$ cat src/rtl/rgb_led_pkg.sv
// rgb_led_pkg: shared entry layout, table depth, FSM states and fade helper
package rgb_led_pkg;
  localparam int SEQ_DEPTH = 8;
  localparam int ENTRY_W = 40;
  localparam int RGB_LSB = 16;
  localparam int RGB_W = 24;
  localparam int DUR_LSB = 4;
  localparam int DUR_W = 12;
  localparam int FADE_BIT = 3;
  localparam int BLINK_BIT = 2;
  localparam int LAST_BIT = 1;
  typedef enum logic [1:0] {IDLE, LOAD, RUN} state_t;
  function automatic logic [RGB_W-1:0] fade_step(input logic [RGB_W-1:0] cur, input logic [RGB_W-1:0] tgt);
    logic [RGB_W-1:0] r;
    for (int i = 0; i < 3; i++)
      r[i*8 +: 8] = cur[i*8 +: 8] < tgt[i*8 +: 8] ? cur[i*8 +: 8] + 8'd1 :
                    cur[i*8 +: 8] > tgt[i*8 +: 8] ? cur[i*8 +: 8] - 8'd1 : cur[i*8 +: 8];
    return r;
  endfunction
endpackage

$ cat src/rtl/tick_gen.sv
// tick_gen: prescaler producing one tick every TICK_DIV clocks, clearable
module tick_gen #(
  parameter int TICK_DIV = 27000
) (
  input  logic clk,
  input  logic rst,
  input  logic clr,
  output logic tick
);
  localparam int W = TICK_DIV > 1 ? $clog2(TICK_DIV) : 1;
  logic [W-1:0] cnt;
  assign tick = cnt == W'(TICK_DIV - 1);
  // count 0..TICK_DIV-1 and wrap; clr restarts the period
  always_ff @(posedge clk)
    cnt <= rst || clr || tick ? '0 : cnt + 1'b1;
endmodule

$ cat src/rtl/rgb_led_sequencer.sv
// rgb_led_sequencer: plays an 8-entry colour/duration table to a PWM LED driver
module rgb_led_sequencer
  import rgb_led_pkg::*;
#(
  parameter int TICK_DIV = 27000,
  parameter int DEPTH = SEQ_DEPTH
) (
  input  logic               clk,
  input  logic               rst,
  input  logic               wr_en,
  input  logic [2:0]         wr_addr,
  input  logic [ENTRY_W-1:0] wr_data,
  input  logic               start,
  input  logic               stop,
  input  logic               loop_en,
  output logic [RGB_W-1:0]   rgb,
  output logic               blink_en,
  output logic               busy,
  output logic               done,
  output logic [2:0]         step_idx
);
  logic [ENTRY_W-1:0] tbl [DEPTH];
  state_t state, state_d;
  logic [ENTRY_W-1:0] cur, cur_d, ent;
  logic [DUR_W-1:0] dcnt, dcnt_d;
  logic [RGB_W-1:0] rgb_d, cur_rgb;
  logic blink_d, busy_d, done_d, tick, expire, final_e, unused_ok;
  logic [2:0] idx_d;
  assign ent = tbl[step_idx];
  assign cur_rgb = cur[RGB_LSB +: RGB_W];
  assign expire = state == RUN && tick && {1'b0, dcnt} + 13'd1 >= {1'b0, cur[DUR_LSB +: DUR_W]};
  assign final_e = cur[LAST_BIT] || step_idx == 3'd7;
  assign unused_ok = ^{ent[0], cur[BLINK_BIT], cur[0]};
  tick_gen #(.TICK_DIV(TICK_DIV)) u_tick (.clk(clk), .rst(rst), .clr(state != RUN), .tick(tick));
  // table is written in any state and never cleared
  always_ff @(posedge clk)
    if (wr_en) tbl[wr_addr] <= wr_data;
  // state and output registers
  always_ff @(posedge clk) begin
    if (rst) begin
      state <= IDLE;
      rgb <= '0;
      blink_en <= 1'b0;
      busy <= 1'b0;
      done <= 1'b0;
      step_idx <= '0;
      cur <= '0;
      dcnt <= '0;
    end else begin
      state <= state_d;
      rgb <= rgb_d;
      blink_en <= blink_d;
      busy <= busy_d;
      done <= done_d;
      step_idx <= idx_d;
      cur <= cur_d;
      dcnt <= dcnt_d;
    end
  end
  // next state: stop aborts to dark IDLE, LOAD latches an entry, RUN fades and times it
  always_comb begin
    state_d = state;
    rgb_d = rgb;
    blink_d = blink_en;
    busy_d = busy;
    done_d = 1'b0;
    idx_d = step_idx;
    cur_d = cur;
    dcnt_d = dcnt;
    if (stop && state != IDLE) begin
      state_d = IDLE;
      rgb_d = '0;
      blink_d = 1'b0;
      busy_d = 1'b0;
    end else if (state == IDLE) begin
      if (start && !stop) begin
        state_d = LOAD;
        busy_d = 1'b1;
        idx_d = '0;
      end
    end else if (state == LOAD) begin
      state_d = RUN;
      cur_d = ent;
      dcnt_d = '0;
      blink_d = ent[BLINK_BIT];
      rgb_d = ent[FADE_BIT] ? rgb : ent[RGB_LSB +: RGB_W];
    end else if (tick) begin
      dcnt_d = dcnt + 1'b1;
      rgb_d = expire ? cur_rgb : cur[FADE_BIT] ? fade_step(rgb, cur_rgb) : rgb;
      if (expire) begin
        state_d = final_e && !loop_en ? IDLE : LOAD;
        done_d = final_e && !loop_en;
        busy_d = !(final_e && !loop_en);
        idx_d = !final_e ? step_idx + 3'd1 : loop_en ? 3'd0 : step_idx;
      end
    end
  end
endmodule

$ cat config.mk
export PLATFORM = sky130hd
export DESIGN_NAME = rgb_led_sequencer
export DESIGN_NICKNAME = d
export VERILOG_FILES = /design/src/rtl/rgb_led_pkg.sv /design/src/rtl/tick_gen.sv /design/src/rtl/rgb_led_sequencer.sv
export SDC_FILE = /design/constraint.sdc
export NUM_CORES = 1
export LEC_CHECK = 0
export ABC_AREA = 1
export CELL_PAD_IN_SITES_DETAIL_PLACEMENT = 0
export CELL_PAD_IN_SITES_GLOBAL_PLACEMENT = 1
export CORE_ASPECT_RATIO = 1.75
export CORE_MARGIN = 4
export CORE_UTILIZATION = 43
export DETAILED_ROUTE_END_ITERATION = 8
export GPL_TIMING_DRIVEN = 0
export PLACE_DENSITY = 0.77
export SKIP_CTS_REPAIR_TIMING = 1
export SYNTH_ARGS = -nofsm -noshare
export SYNTH_HDL_FRONTEND = slang
export SYNTH_SLANG_ARGS = --single-unit
export TNS_END_PERCENT = 20
$ cat constraint.sdc
create_clock -name clk -period 3.1 [get_ports clk]
set_clock_uncertainty 0.15 [all_clocks]
set_input_delay 0.62 -clock clk [delete_from_list [all_inputs] [get_ports clk]]
set_output_delay 0.62 -clock clk [all_outputs]
set_load 0.005 [all_outputs]
Word-level counts from Yosys, hierarchy flattened --
Memories as Yosys holds them, arrays and structs flattened. A register that Yosys moved wholly into a read port is not among the register bits. Cells that the tools add are included.
Operators by class: add/subtract/negate cells 10, reductions and logical operators 33, bitwise operators 4, mux-type cells 35, magnitude comparators 7, eq/ne operators 9
Operators with widths (count):
- 24-bit two-way mux | 5
- 8-bit two-way mux | 6
- 3-bit two-way mux | 9
- 8-bit by 1-bit adder with 8-bit output (second input constant) | 3
- 8-bit > comparator | 3
- 8-bit less-than comparator | 3
- 12-bit two-way mux | 2
- 8-bit by 1-bit subtractor with 8-bit output (second input constant) | 3
- 15-bit by 1-bit adder with 15-bit output (second input constant) | 1
- 15-bit == test (second input constant) | 1
- 5-bit AND reduction | 3
- 12-bit by 1-bit adder with 13-bit output (second input constant) | 1
- 13-bit by 12-bit >= comparator with 1-bit output | 1
- 12-bit by 1-bit adder with 12-bit output (second input constant) | 1
- 4-bit nonzero test | 3
- 2-bit two-way mux | 5
- 3-bit AND reduction | 3
- 3-bit nonzero test | 3
- 1-bit two-way mux | 8
- 2-bit nonzero test | 4
- 2-bit inequality test (second input constant) | 3
- 6-bit AND reduction | 1
- 6-bit OR reduction | 1
- 1-bit logical AND | 5
- 13 further kinds | 20
Word-level totals: register bits after elaboration 99, logic and storage cells 110, RAM bits 320, memories 1
Memory list:
- tbl | words 8, width 40, read ports 1, clocked after memory_dff 1, write ports 1, RTL line rgb_led_sequencer.sv:22 | logic [ENTRY_W-1:0] tbl [DEPTH];

Longest topological paths before layout --
depth in word-level cells 9, mapped depth 21, mapped depth without buffers 21

By module --
From an unflattened synthesis, not the netlist that was laid out.
Unflattened totals: cells, all modules 1863, area total of the unflattened synthesis 18631.6 µm²
By module, submodules not included:
- rgb_led_sequencer | area an instance 17729.5 µm², instances 1, cells each 1725, sequential area each 11070.6 µm²
- tick_gen | area an instance 902.1 µm², instances 1, cells each 138, sequential area each 300.3 µm²

Least setup slack after synthesis --
No wires, ideal clock.
path type input to register, start point input wr_addr[0], end point memory tbl[0][10] (enable), path buffers 0, cell stages on the path 3, setup slack 109 ps, arrival 2405 ps, path through inv_1 nand2_1 nor2_1
RTL lines:
- start, declared | RTL line rgb_led_sequencer.sv:11 | input logic [2:0] wr_addr,
- end, declared | RTL line rgb_led_sequencer.sv:22
No word-level cell before the write port.

Worst setup path after layout --
start point register dcnt[0], end point register rgb[2]
Between the ends: word-level cells in the longest chain between the ends 6
Ends and longest elaborated chain:
- start, declared | RTL line rgb_led_sequencer.sv:25 | logic [DUR_W-1:0] dcnt, dcnt_d;
- start signal, assigned | RTL line rgb_led_sequencer.sv:57 | dcnt <= dcnt_d;
- 12-bit by 1-bit adder with 13-bit output * | RTL line rgb_led_sequencer.sv:31 | assign expire = state == RUN && tick && {1'b0, dcnt} + 13'd1 >= {1'b0, cur[DUR_LSB +: DUR_W]};
- 13-bit by 12-bit >= comparator with 1-bit output * | RTL line rgb_led_sequencer.sv:31
- 1-bit logical AND * | RTL line rgb_led_sequencer.sv:31
- 24-bit two-way mux | RTL line rgb_led_sequencer.sv:89 | rgb_d = expire ? cur_rgb : cur[FADE_BIT] ? fade_step(rgb, cur_rgb) : rgb;
- 24-bit two-way mux | RTL line rgb_led_sequencer.sv:87 | end else if (tick) begin
- 24-bit two-way mux | RTL line rgb_led_sequencer.sv:81 | end else if (state == LOAD) begin
- end signal, assigned | RTL line rgb_led_sequencer.sv:51 | rgb <= rgb_d;
- end, declared | RTL line rgb_led_sequencer.sv:16 | output logic [RGB_W-1:0] rgb,
Mark *: on every way between the ends. The rest lies on a longest branch, timed or not. The select of a mux whose other input is x is not followed. A chain may end at the register's enable or synchronous reset.

==> metrics.yaml <==
yosysSeqAreaShare_pct: 61.6
dp_hpwl_um: 36600
grtUsageTotal_pct: 21.7
synthFlopType: "edfxtp_1"
hold_slack_ns: 0.330
clock.fmax_mhz: 323
p_per_area_nw_per_um2: 626
syn_to_final_growth_pct: 18.1
worstMarginPinSlew_ns: 0.925
synth_top_cell_by_area: "edfxtp_1"
crit_fanout: 10
syn_area_um2: 18500
cp.required_ns: 3.38
gr-total-overflow: 0
vias: 13800
drv_cap: 0
slew_violations: 0
synth_top_cell_area_share_pct: 50.7
cts_buffers: 38
viasPerCell: 5.39
worstPathArrival_ns: 3.38
dr.pass1.iters: 7
synth_xor_area_share_pct: 1.28
p_leak_nw: 8.08
routed_wl_um: 50800
antenna_found_initial: 1
hold_violations: 0
syn_nets: 1948
die_w_um: 165
power_mw: 13.6
initial_utilization_pct: 43.4
crit_buf_inv: 4
hold_path.class: "reg2reg"
ys_warn_count: 0
place_ws_ns: -0.373
cts_buffer_depth: 3
place_congestion: 0.873
worst_path_max_delay_cell: "dfxtp_4"
synthCells: 1837
detail-route-antenna-nets: 0
synth-edff-count: 312
min_period_ns: 3.10
slew_headroom_pct: 38.2
period_share_pct: 99.9
final_core_util_pct: 51.3
diodes: 0
fp.dieH_um: 282
fin_ws_ns: 0.00213
max_stage_delay_ns: 0.38
drc: 0
drt-initial-drc-count: 972
path_clk_slew_ns: 0.06
synthTopCellsByArea: "edfxtp_1 (51%), dfxtp_1 (11%), nand2_1 (6.6%), o21ai_0 (5.8%), nor2_1 (5.2%)"
crit_path_end_kind: "flop"
grt_pass1_wl_um: 76900
grt_pass1_vias: 13800
dieArea_um2: 46500
synthSimpleGateAreaFrac_pct: 15.4
yosys_register_bits: 412
core_area_um2: 42500
rows: 100
path_delay_family: "simple AND/OR/NAND/NOR gates"
drive_gt1_share_pct: 9.13
cts.sinks: 412
yosysMostFrequentCell: "nand2_1"
rsz0062_at_grt: "true"
synth_commonest_cells: "nand2_1 (325), edfxtp_1 (312), nor2_1 (258)"
synth-async-reset-ratio_pct: 0
status: "complete, no violations"
critPathLaunchType: "flop"
layout.nets: 2086
avgSynthCellArea_um2: 10.1
cts_htree_levels: 2
worstSetupPathType: "reg2reg"
cts_tree: "built"
synthAdderAreaFrac_pct: 4.32
muxShareOfSynthArea_pct: 0
setup_viol: 0
place_area_um2: 20200
root_buffer: "clkbuf_16"
design_area_um2: 21800
wl_per_cell_um: 19.8
port_buffers: 77
clkLatencyLatePin_ns: 0.55
irDropWorstVdd_uv: 517
synth_compound_area_share_pct: 12.4
grt_max_degree: 26
path_cells: "nand4_1 -> nor2_2 -> nand3_2 -> nor2_4 -> buf_4 -> nor2_1 -> ha_1 -> nand2_2 -> inv_1 -> a21oi_2 -> nand2_1 -> nand2_2 -> nand3_4 -> nand2_8 -> buf_4 -> nand3_4 -> nand3_4 -> buf_6 -> nand2_1 -> nand2_1 -> nor2_1"
yosysUniqueCellTypes: 43
ios: 79
synth_top_family_by_area: "simple AND/OR/NAND/NOR gates"
## per-stage QoR
step	setup TNS (ns)	cells
global route	-4.50	2566
floorplan	0	1837
CTS	-8.00	2554
global placement	-634.16	2475
finish	0	2566
detailed placement	-6.77	2484
## final timing paths
check             slack (ns)             to           from  cells after the start
setup / recovery       0.002         rgb[2]        dcnt[0]                     21
hold / removal          0.33  u_tick.cnt[0]  u_tick.cnt[0]                      1
setup reg to reg       0.002         rgb[2]        dcnt[0]                     21
hold reg to reg         0.33  u_tick.cnt[0]  u_tick.cnt[0]                      1
## where the power goes
part,switching (mW),leakage (nW),total (mW),internal (mW)
logic,1.73,3.82,2.60,0.874
clock network,2.07,0.618,4.83,2.76
registers,0.0891,3.65,6.22,6.13
total,3.89,8.08,13.6,9.76
## cell usage in the layout, fill, tap and decap left out, types with 7 or more instances in the layout
cell type / n
a21oi_1: 66
a31oi_1: 26
buf_12: 7
buf_2: 28
buf_4: 10
clkbuf_1: 55
clkbuf_16: 40
clkdlybuf4s50_1: 77
clkinv_2: 8
dfxtp_1: 96
edfxtp_1: 312
ha_1: 58
inv_1: 129
nand2_1: 317
nand2_2: 9
nand3_1: 57
nand4_1: 13
nor2_1: 245
nor2_2: 7
nor2_4: 13
o21ai_0: 213
o21ai_1: 20
o221ai_1: 16
o22ai_1: 60
xnor2_1: 12
xor2_1: 13
## cells by family after synthesis
family / count (synthesis)
AND/OR/NAND/NOR: 692
AO/OA/AOI/OAI: 419
flip-flops: 412
buffers and inverters: 225
adder cells (fa/ha/maj): 62
XOR/XNOR: 27
## sequential cells by signal, indices dropped and copies added, names as in the netlist, named ones only
name        cells
step_idx        3
busy            1
state           2
dcnt           12
cur            38
tbl           312
u_tick.cnt     15
rgb            24
blink_en        1
done            1
## metal layers
layer,global-route usage [%],part of all wire [%],up-vias
met1,23.6,37,6639
met2,41.2,54,397
met5,0,0.014,-
met3,3.11,5.0,123
li1,-,-,6663
met4,9.05,4.3,2
## final cells by class
| class | instances | area [µm²] |
|---|---|---|
| Sequential cell | 412 | 11400 |
| Multi-Input combinational cell | 1200 | 6400 |
| Buffer | 89 | 432 |
| Inverter | 136 | 514 |
| Clock buffer | 47 | 1010 |
| Fill cell | 3838 | 20700 |
| Clock inverter | 23 | 272 |
| Timing Repair Buffer | 98 | 1100 |
| Tap cell | 561 | 702 |
No activity file was read; power rests on OpenSTA's default activity.
